### src/rtl/video_spi_checker_pkg.sv
// Shared definitions for the per-channel video SPI read-back checker:
// FSM encodings, SPI idle levels and default sizing.
package video_spi_checker_pkg;

    typedef enum logic [2:0] {
        ST_IDLE  = 3'd0,
        ST_SETUP = 3'd1,
        ST_SHIFT = 3'd2,
        ST_HOLD  = 3'd3,
        ST_CHECK = 3'd4
    } spi_state_t;

    localparam logic SCK_IDLE = 1'b1;
    localparam logic CS_IDLE  = 1'b1;

    localparam int DEF_WIDTH      = 12;
    localparam int DEF_TOL        = 64;
    localparam int DEF_CLK_DIV    = 2;
    localparam int DEF_PAUSE      = 2;
    localparam int DEF_FAIL_LIMIT = 4;

    function automatic logic [15:0] sat_inc16(input logic [15:0] v);
        return (v == 16'hFFFF) ? v : v + 16'd1;
    endfunction

endpackage

### src/rtl/video_spi_rx.sv
// Video SPI read engine: chip-select setup, WIDTH clocked bits sampled on the
// rising sckv edge (MSB first), a post-frame pause, then a one-cycle done strobe.
module video_spi_rx
    import video_spi_checker_pkg::*;
#(
    parameter int WIDTH   = DEF_WIDTH,
    parameter int CLK_DIV = DEF_CLK_DIV,
    parameter int PAUSE   = DEF_PAUSE
) (
    input  logic             sys_clk,
    input  logic             rst,
    input  logic             start,
    input  logic             sdatav,
    output logic             sckv,
    output logic             slv,
    output logic             busy,
    output logic             done,
    output logic [WIDTH-1:0] rx_data
);

    localparam int BW = $clog2(WIDTH + 1);

    spi_state_t       state_r;
    logic [15:0]      div_cnt_r;
    logic [BW-1:0]    bit_cnt_r;
    logic [WIDTH-1:0] shift_r;
    logic [WIDTH-1:0] rx_data_r;
    logic             sckv_r;
    logic             slv_r;
    logic             busy_r;
    logic             done_r;

    // Frame sequencer, clock divider and shift register.
    always_ff @(posedge sys_clk or posedge rst) begin
        if (rst) begin
            state_r   <= ST_IDLE;
            div_cnt_r <= 16'd0;
            bit_cnt_r <= {BW{1'b0}};
            shift_r   <= {WIDTH{1'b0}};
            rx_data_r <= {WIDTH{1'b0}};
            sckv_r    <= SCK_IDLE;
            slv_r     <= CS_IDLE;
            busy_r    <= 1'b0;
            done_r    <= 1'b0;
        end else begin
            case (state_r)
                ST_IDLE: begin
                    done_r <= 1'b0;
                    if (start) begin
                        state_r   <= ST_SETUP;
                        slv_r     <= ~CS_IDLE;
                        busy_r    <= 1'b1;
                        div_cnt_r <= 16'd0;
                        bit_cnt_r <= {BW{1'b0}};
                        shift_r   <= {WIDTH{1'b0}};
                    end
                end
                ST_SETUP: begin
                    if (div_cnt_r == 16'(CLK_DIV - 1)) begin
                        state_r   <= ST_SHIFT;
                        sckv_r    <= ~SCK_IDLE;
                        div_cnt_r <= 16'd0;
                    end else begin
                        div_cnt_r <= div_cnt_r + 16'd1;
                    end
                end
                ST_SHIFT: begin
                    if (div_cnt_r == 16'(CLK_DIV - 1)) begin
                        div_cnt_r <= 16'd0;
                        // Sample on the same edge that raises sckv.
                        if (sckv_r != SCK_IDLE) begin
                            sckv_r  <= SCK_IDLE;
                            shift_r <= {shift_r[WIDTH-2:0], sdatav};
                        end else if (bit_cnt_r == BW'(WIDTH - 1)) begin
                            state_r <= ST_HOLD;
                            slv_r   <= CS_IDLE;
                        end else begin
                            bit_cnt_r <= bit_cnt_r + BW'(1);
                            sckv_r    <= ~SCK_IDLE;
                        end
                    end else begin
                        div_cnt_r <= div_cnt_r + 16'd1;
                    end
                end
                ST_HOLD: begin
                    if (div_cnt_r == 16'(PAUSE - 1)) begin
                        state_r   <= ST_CHECK;
                        done_r    <= 1'b1;
                        rx_data_r <= shift_r;
                        div_cnt_r <= 16'd0;
                    end else begin
                        div_cnt_r <= div_cnt_r + 16'd1;
                    end
                end
                ST_CHECK: begin
                    state_r <= ST_IDLE;
                    done_r  <= 1'b0;
                    busy_r  <= 1'b0;
                end
                default: begin
                    state_r <= ST_IDLE;
                    sckv_r  <= SCK_IDLE;
                    slv_r   <= CS_IDLE;
                    busy_r  <= 1'b0;
                    done_r  <= 1'b0;
                end
            endcase
        end
    end

    assign sckv    = sckv_r;
    assign slv     = slv_r;
    assign busy    = busy_r;
    assign done    = done_r;
    assign rx_data = rx_data_r;

endmodule

### config.mk
export PLATFORM = sky130hd
export DESIGN_NAME = video_spi_rx
export DESIGN_NICKNAME = d
export VERILOG_FILES = /design/src/rtl/video_spi_checker_pkg.sv /design/src/rtl/video_spi_rx.sv
export SDC_FILE = /design/constraint.sdc
export NUM_CORES = 1
export LEC_CHECK = 0
export ABC_CLOCK_PERIOD_IN_PS = 5400
export CORE_MARGIN = 1.5
export CORE_UTILIZATION = 38
export CTS_CLUSTER_SIZE = 28
export DETAILED_ROUTE_END_ITERATION = 16
export GPL_ROUTABILITY_DRIVEN = 1
export PLACE_DENSITY = 0.63
export SLEW_MARGIN = 10
export SYNTH_ARGS = -nofsm -noshare
export SYNTH_HDL_FRONTEND = slang
export SYNTH_SLANG_ARGS = --single-unit
export TNS_END_PERCENT = 20
### constraint.sdc
create_clock -name sys_clk -period 5.4 [get_ports sys_clk]
set_clock_uncertainty 0.15 [all_clocks]
set_input_delay 0.54 -clock sys_clk [delete_from_list [all_inputs] [get_ports sys_clk]]
set_output_delay 0.54 -clock sys_clk [all_outputs]
set_load 0.05 [all_outputs]
Word level (Yosys, flattened, before mapping)
Index checks and enable logic that the tools add are counted.
Word-level totals
  bits in registers: 51
  latch bits: 0
  memory bits (writable): 0
  bits in read-only memories: 0
  input bits: 4
  output and inout port bits: 16
  word-level logic and storage cells: 78
  memories: 0
Cells by class
  add/sub/neg operators: 2
  $mul: 0
  divide/modulo/power cells: 0
  magnitude comparators: 0
  equality and inequality tests: 14
  shifts and indexed selects: 0
  muxes and demuxes: 33
  bitwise operators: 4
  reductions and logical operators: 16
Operators with widths (number)
  $mux W12: 3
  $mux W16: 2
  $pmux W16 S2: 1
  $pmux W12 S2: 1
  $mux W3: 6
  $add A16 B1 Y16 const B: 1
  $eq A16 B1 Y1 const B: 1
  $mux W4: 4
  $ne A2 B2 Y1 const B: 8
  $pmux W3 S4: 1
  $mux W1: 10
  $reduce_and A5 Y1: 2
  $reduce_or A3 Y1: 3
  $pmux W4 S2: 1
  $reduce_and A2 Y1: 4
  $eq A3 B2 Y1 const B: 2
  $pmux W1 S3: 2
  $reduce_and A6 Y1: 1
  $add A4 B1 Y4 const B: 1
  $eq A4 B4 Y1 const B: 1
  $not A1 Y1: 4
  $pmux W1 S2: 2
  $reduce_and A4 Y1: 1
  $reduce_bool A2 Y1: 2
  5 further kinds: 5

Depth between registers and ports, before layout
Gate-level depths: netlist of run 1.
  depth after elaboration: 5
  gate-level depth with buffers: 8
  mapped depth without buffers: 6

Least setup slack after synthesis of run 1
OpenSTA, ideal clock, no wires.
  path type: register to register
  start: register div_cnt_r[1]
  end: register rx_data_r[0], in the netlist rx_data[0]
  setup time: 0.125 ns
  arrival time: 1.794 ns
  data required time: 5.125 ns
  path slack: 3.332 ns
  stages on the path, launching flop included: 8
  buffers on the path: 1
  clock period less this slack: 2.068 ns
  cell sequence: dfrtp_1 inv_1 ha_1 nor3b_1 nand4_1 nor2_1 buf_4 mux2_2
Between the ends
  word-level cells in the longest chain between the ends: 2
Ends and longest elaborated chain
  start, declared: RTL line video_spi_rx.sv:24  | logic [15:0] div_cnt_r;
  start signal, assigned: RTL line video_spi_rx.sv:64  | div_cnt_r <= div_cnt_r + 16'd1;
  start signal, assigned: RTL line video_spi_rx.sv:82  | div_cnt_r <= div_cnt_r + 16'd1;
  start signal, assigned: RTL line video_spi_rx.sv:92  | div_cnt_r <= div_cnt_r + 16'd1;
  $eq A16 B1 Y1: RTL line video_spi_rx.sv:86  | if (div_cnt_r == 16'(PAUSE - 1)) begin
  $reduce_and A2 Y1 (no line)
  end signal, assigned: RTL line video_spi_rx.sv:40  | rx_data_r <= {WIDTH{1'b0}};
  end signal, assigned: RTL line video_spi_rx.sv:89  | rx_data_r <= shift_r;
  end, declared: RTL line video_spi_rx.sv:27  | logic [WIDTH-1:0] rx_data_r;
No other way between the ends.
A chain may end at the register's enable or synchronous reset.

Final worst setup path of run 1
  start: register div_cnt_r[1]
  end: register rx_data_r[8], in the netlist rx_data[8]
Same word-level chain as after synthesis.

==> summary by stage, run 1 <==
Cells and area
The net count reported at finish is around 250. The combined area of the multi-input logic cells is 0.00111 sq mm. The number of antenna diodes is 0.

The area occupied by registers is 0.00128 sq mm. The post-layout utilization of the core is 44.5%. The fraction of layout instances using a drive strength above 1 is 13.4%. The area growth from synthesis to layout is 13.2%. The total of fill cells in the finished design is 615.

Logic synthesis
The share of Yosys cell area claimed by the top area cell type is 49.4%. Of the total synthesized cell area, the portion taken by full adders, half adders and majority gates is 1.51%. The most numerous cell in the Yosys netlist is dfrtp_1. Of all cell types, the one taking the most synthesized area is dfrtp_1. Dividing the synthesized area by the synthesized cell count gives 10.7 sq um. Summing the areas of all compound-gate instances in the mapped netlist gives 15.7% of the synthesized area. The commonest cells after synthesis are dfrtp_1 (49), nand2_1 (16), nor2_1 (16). The mapped netlist covers 0.00248 sq mm.

Sorting the synthesized cells by area gives the leading types as dfrtp_1 (49%), mux2_2 (5.4%), a22o_1 (4.2%). In the synthesized netlist, the number of instances is 233. Yosys mapped the design onto 49 distinct sky130hd cell types. Counting every net in the synthesized netlist gives 240. The mux contribution to synthesized area is 5.44%. The fraction of synthesis flops using an asynchronous set or reset pin is 100%. After Yosys synthesis, and, or, nand and nor cells account for about a fifth of the synthesized area. After synthesis, the largest family of logic cells by area is simple AND/OR/NAND/NOR gates. The synthesized netlist devotes 1.06% of its cell area to XOR and XNOR gates. For this run, the number of Yosys warnings is 0.

The most used flip-flop cell after synthesis is dfrtp_1. The number of synthesized flops with an enable pin is 0. The number of register bits inferred by synthesis is 51.

The sequential cell area fraction in the yosys report is 51.5%.

Routing
The post-detailed-route count of antenna-violating nets is 0. In the routed layout, each cell is associated on average with a via count of 5.68. In the routed design, unresolved DRC markers number 0.

The total via count after detailed routing is 1840. The final layout contains routed wiring with a total length of 4880 um. The detailed router finished its first iteration with between 90 and 100 violations. The first-pass iteration count of the detailed router is 4. After detailed routing, the average wire length per cell comes to approximately 15 um.

Outcome
The flow ran to the end, and the final reports show no timing, DRC or antenna violations.

Global route
The total grt overflow is 0. Entering global routing, the biggest net connects 52 pins. The number of global-route vias before repair is 1817. The global router's overall resource usage is 15.2%.

The wire length of the first global-routing pass is 8760 um. The number of antenna violations at the first check in global routing came to 0.

Worst hold path
In this run the worst hold path is classified as reg2reg.

Floorplanning
The floorplan has 29 rows. Pin placement for this block handled 20 I/O pins. The floorplan core area is 0.00631 sq mm.

The initial cell density of the core is roughly 39%. The floorplan step defined a die boundary enclosing 0.00703 sq mm. The die is 83.8 um wide. The die is ~84 um tall.

Timing
The time the final worst path needs with I/O delays and setup is 3.18 ns. The number of endpoints with negative hold slack in the final report is 0. The number of max-slew violations in the final report was 0. The maximum clock frequency is 315 MHz. In this run the tightest slew margin relative to its limit is ~29%.

The number of failing setup endpoints in the final timing report is 0. Setup repair after global routing left no endpoint under its margin. The share of the cycle needed by the critical path after routing is about three fifths.

Summed over all failing endpoints, the final setup total negative slack is 0 ns. At the pin with the least slew margin, the transition time is 1.07 ns.

Place
The total of buffers placed on input and output ports is 19. At the end of routability-driven placement, the weighted congestion stood at roughly 0.82. The HPWL after detailed placement is 3390 um.

Clock network
In this run the number of H-tree levels came out at 2. The insertion delay of the later-clocked pin in the worst-skew pair is 0.30 ns. Clock tree synthesis selected as its root buffer the cell clkbuf_8. The total number of clock tree sinks is 51. Clock-pin slew was measured on the worst setup and hold paths at approximately 0.090 ns.

TritonCTS built the clock tree. No sink is reached through more buffers than the 2 on the longest clock path. For this design, the CTS-stage hold fixing added 0 buffers. Buffers inserted during clock tree synthesis total 5. The number of buffers inserted by post-CTS setup repair is 0. In this run, post-CTS repair resized a total of 0 instances.

Critical path
The arrival time reported for the critical path endpoint is 3.22 ns. The cell family contributing the most delay on the critical path is simple AND/OR/NAND/NOR gates. The kind of capture point of the worst setup path is a flop. Traced cell by cell, the critical path runs through inv_1 -> ha_1 -> nor3b_1 -> nand4_1 -> nor2_1 -> mux2_2.

On the worst path, the slowest cell contributes a delay of roughly 0.99 ns. By startpoint and endpoint, the worst setup path is classified as reg2reg. The worst setup path is launched from a flop. At the worst endpoint, the required time is 5.44 ns. The slowest stage cell on the critical path is nor2_1.

The buffering stage count on the worst path with inverters included is 1. The maximum fanout count along the critical path is 13.

Pwr
Power spread over the standard cell area amounts to 250 mW/mm^2. The sequential share of power is slightly below 60%. The clock network accounts for 37.5% of the total power.

In this run, the combinational gates consume 4.6% of the power. The peak supply drop is between 0.00015 and 0.0002 V. Net switching is between 20% and 30% of the power. Summed over all nets, the switching power comes to between 0.00015 and 0.0002 W. Internal power comes to 0.000543 W.

The leakage power of the design is 1.15 nW.

Flow run
Max-cap violations in this run came to 0.
-- state kept, by name (all words and copies together), names as in the netlist --
name / flops
div_cnt_r: 16
rx_data: 12
shift_r: 12
bit_cnt_r: 4
state_r: 3
busy: 1
done: 1
sckv: 1
slv: 1
-- per-layer routing --
layer	part of all wire, %	track usage (%)	vias up
met4	1.5	5.22	0
met1	48	20.7	916
met5	0	0	-
met2	49	24.8	19
li1	-	-	899
met3	2.1	2.67	6
-- area by class of cell --
type                       count  area share [%]
tap                           77            3.43
clock buffer                   6            2.58
timing repair buffer          19            6.77
sequential                    51            45.5
multi-input combinational    164            39.7
clock inverter                 2            1.34
inverter                       5           0.668
-- metrics by stage --
step / cell area (sq um) / std cells / hold WS, ns / power (W) / worst slack (ns)
after floorplan: 2480 / 233 / 0.317 / 0.000437 / 3.33
after global placement: 2700 / 316 / 0.337 / 0.000447 / 2.17
after detailed placement: 2700 / 316 / 0.322 / 0.000448 / 2.17
after CTS: 2810 / 324 / 0.358 / 0.000714 / 2.15
after global routing: 2810 / 324 / 0.380 / 0.000736 / 1.86
final: 2810 / 324 / 0.354 / 0.000703 / 2.22
-- cell families (layout without fill, tap and decap cells) --
family,count (synthesis),in the layout
AO/OA/AOI/OAI,57,57
XOR/XNOR,3,3
adder cells (fa/ha/maj),3,3
buffers and inverters,18,32
flip-flops,51,51
multiplexers,12,12
AND/OR/NAND/NOR,89,89
-- placed cells by master (no fill, tap or decap), types with 2 or more instances in the layout --
cell type	netlist	final
nor4_2	3	3
mux2_2	12	12
a21oi_2	2	2
a22o_1	12	12
a31oi_1	5	5
o21a_1	2	2
a21oi_1	11	11
or4_1	4	4
clkbuf_8	0	5
xnor2_1	3	3
ha_1	3	3
nor3b_1	2	2
or3_1	6	6
nor3_1	3	3
nor2_1	16	16
inv_1	5	4
o211ai_1	2	2
o21ai_0	10	10
a41oi_1	2	2
dfstp_2	2	2
nand3_1	12	12
nor4b_1	2	2
and4_1	3	3
dfrtp_1	49	49
nand2_1	16	16
nor2b_1	4	4
o22ai_1	2	2
o31ai_1	2	2
nand4_1	8	8
clkdlybuf4s50_1	0	19
a21o_1	3	3
-- path summary, 6_finish.rpt --
| path | depth (start not counted) | slack (ns) | end | from |
|---|---|---|---|---|
| worst max-delay path | 6 | 2.22 | rx_data[8] | div_cnt_r[1] |
| worst min-delay path | 1 | 0.35 | done | done |
| worst max register to register | 6 | 2.22 | rx_data[8] | div_cnt_r[1] |
| worst min register to register | 1 | 0.35 | done | done |
| max in group asynchronous | 2 | 3.80 | div_cnt_r[13] | rst |
| min in group asynchronous | 2 | 0.65 | rx_data[0] | rst |
-- power by group through the flow --
stage | clock [W] | sequential [W] | combinational [W]
floorplan | 0 | 0.000412 | 0.0000247
global placement | 0 | 0.000415 | 0.0000323
detailed placement | 0 | 0.000415 | 0.0000331
CTS | 0.000273 | 0.000408 | 0.0000334
global route | 0.000287 | 0.000410 | 0.0000381
finish | 0.000263 | 0.000408 | 0.0000323
Power figures use the tool's default switching activity.
==> run 2: changes to the inputs <==
--- a/config.mk
+++ b/config.mk
@@ -5,7 +5,7 @@
 export SDC_FILE = /design/constraint.sdc
 export NUM_CORES = 1
 export LEC_CHECK = 0
-export ABC_CLOCK_PERIOD_IN_PS = 5400
+export ABC_CLOCK_PERIOD_IN_PS = 2990
 export CORE_MARGIN = 1.5
 export CORE_UTILIZATION = 38
 export CTS_CLUSTER_SIZE = 28
==> constraint.sdc (replaced) <==
create_clock -name sys_clk -period 2.99 [get_ports sys_clk]
set_clock_uncertainty 0.15 [all_clocks]
set_input_delay 0.299 -clock sys_clk [delete_from_list [all_inputs] [get_ports sys_clk]]
set_output_delay 0.299 -clock sys_clk [all_outputs]
set_load 0.05 [all_outputs]
==> run 2 against run 1 <==
Net effect: critical path depth unchanged; largest cell class unchanged; core utilization is 0.87 points higher; combinational power is 93% higher; highest routed layer unchanged; routed wire length rose by 1.7%; via count up 0.71%; sequential power up 81%; hold slack worse by 0.17 ns.
==> summary by stage, run 2 (synthesis gave the netlist of run 1 again) <==
Outcome
The flow ran to the end, and the final reports show no timing, DRC or antenna violations.

Routing
The number of DRC violations after detailed routing is 0. The detailed router placed 1853 vias in this run. After detailed routing, the average wire length per cell comes to 15.1 um. The post-detailed-route count of antenna-violating nets is 0. The sum of routed wire length over all layers is ~5000 um. The first-pass iteration count of the detailed router is 4. The detailed-route vias per instance is 5.63. The number of design-rule violations left by the first detailed-router iteration is 104.

Pwr
Of the total power, the clock network draws 37.9%. The worst-case IR drop observed on VDD is 0.000220 V. Sequential cells burn 57.3% of the power. The analysis attributes to cell leakage a power of 1.18 nW. The total chip power is 0.00129 W. The fraction of power spent switching nets is 23.5%. The switching power is 0.000302 W. Of the total power, combinational logic draws 4.8%. The power per cell area is 450 mW/mm^2. The internal portion of the total power is 0.000985 W.

Timing
Setup repair after global routing left no endpoint under its margin. The number of endpoints with negative hold slack in the final report came to 0. The routed design could run at a clock period as short as between 2 and 2.5 ns.

The final-layout setup total negative slack is 0 ns. The final critical path takes up 79.6% of the cycle. The number of failing setup endpoints in the final timing report is 0. At the pin with the least slew margin, the transition time is approximately 0.7 ns.

The maximum clock frequency is 420 MHz. The headroom to the max-slew limit is 51.9%. The final hold slack is 0.187 ns. The number of max-slew violations in the final report is 0.

Cells and area
Counting flops per register, the top entry is div_cnt_r. Leaving out fill and tap cells, the most frequent cell in the layout is dfrtp_1. Cells with a size suffix above 1 make up 15.5% of the layout.

The top cell types in the final layout, fill and taps aside, are dfrtp_1 (49), clkdlybuf4s50_1 (19), nor2_1 (16), nand2_1 (16). The register with the most flip-flops in the layout has 16 of them. The number of standard cells in the final layout excluding fillers is about 330. The number of antenna diodes is 0. The net count reported at finish is between 200 and 300. The relative area change from synthesis to final layout is 15.4%.

Cells fill 45.4% of the core in the end.

Flow run
The max-cap check violation count is 0.

Floorplanning
The die outline height is ~84 um. The overall die area is 0.00703 sq mm. Once the floorplan was initialized, standard cells occupied 39.3% of the core. In this run the count of I/O pins placed on the die edge is 20. The die width is 83.8 um. The initialized floorplan defines 29 standard-cell rows. In this run the standard cell core region covers about 0.0063 sq mm.

Critical path
The kind of capture point of the worst setup path is a flop. The arrival time reported for the critical path endpoint is 2.48 ns. The maximum fanout count along the critical path is 12.

Walking the worst path, the cells encountered are inv_1 -> ha_1 -> nor3b_1 -> nand4_1 -> nor3_2 -> a22o_1. The worst register-to-register path begins at div_cnt_r[1]. STA puts the critical path data required time at 3.09 ns. The startpoint kind of the worst setup timing path is a flop. The timing startpoint of the critical path is div_cnt_r[1].

The critical setup path kind is reg2reg. The largest single stage delay on the critical path is 0.66 ns. The slowest stage of the critical path belongs to the cell nor3_2.

Place
Counting tap cells, the placed design contains a total of approximately 320 instances. The wire-length estimate of the detail-placed layout is ~3500 um. The total of buffers placed on input and output ports is 19. The congestion estimate from routability-driven global placement came to 0.808.

Clock network
The count of cells resized by post-cts repair is 0. The clock drives 51 sinks. The number of buffers inserted by post-CTS setup repair is 0. In this run, post-CTS hold repair placed 0 buffers. The clock slew at the register clock pins of the worst setup and hold paths is 0.09 ns. The buffer type at the clock tree root is clkbuf_8. The number of buffers added by the clock tree synthesis step is 5. TritonCTS built the clock tree. The clock reaches the later pin of the worst-skew pair after 0.31 ns. The number of H-tree levels is 2. The clock passes through at most 2 buffers.

Global route
The first global-routing pass estimated 8750 um of wire. The total grt overflow is 0. The pin count of the biggest net entering global routing is 52. Across every metal layer, demand over resource in global routing totals 15.4%.

The number of global-route vias before repair was 1796. The number of antenna violations at the first check in global routing came to 0.

Worst hold path
The class of the most critical hold timing path is in2async.
## run 2: changes by cell type in the layout (fill, tap and decap cells not counted), sizes merged
cell and delta:
inv +1, clkbuf -1, buf +5
## run 2: worst paths after layout
kind	endpoint	slack [ns]	depth (start not counted)
max in group asynchronous	sckv	2.22	3
worst min register to register	done	0.34	1
worst max-delay path	shift_r[0]	0.61	6
worst max register to register	shift_r[0]	0.61	6
min in group sys_clk	done	0.34	1
worst min-delay path	done	0.19	3
## run 2: cell type report
class,instances,area [sq um]
fillers,602,3450
flip-flops and latches,51,1280
clock buffers,5,68.8
clock inverters,3,46.3
repair buffers,24,240
well taps,77,96.3
multi-input cells,164,1110
inverters,5,18.8
## run 2: layer usage
metal	GRT usage, %	vias up	share of wire (%)
met5	0	-	0
met4	6.71	0	1.9
met3	3.17	6	2.3
met2	24.3	22	47
met1	20.7	919	48
li1	-	906	-
## run 2: power groups by stage
| stage | Clock (W) | Sequential [W] | Combinational (W) |
|---|---|---|---|
| after global placement | 0 | 0.000750 | 0.0000622 |
| after CTS | 0.000505 | 0.000738 | 0.0000635 |
| after global routing | 0.000528 | 0.000741 | 0.0000722 |
| after floorplan | 0 | 0.000744 | 0.0000447 |
| final | 0.000488 | 0.000738 | 0.0000622 |
| after detailed placement | 0 | 0.000751 | 0.0000635 |
## run 2: critical path, delay by kind of cell (launching register included)
kind	cells	cell delay, ns
flops	1	0.43
fa+ha+maj	1	0.18
compound gates	1	0.22
buf+inv	1	0.09
simple gates	3	1.24
## run 2: through the flow
stage / area (sq um) / worst slack, ns
finish: 2860 / 0.611
global route: 2860 / 0.355
CTS: 2860 / 0.596
detailed placement: 2750 / 0.504
global placement: 2750 / 0.522
floorplan: 2480 / 0.922
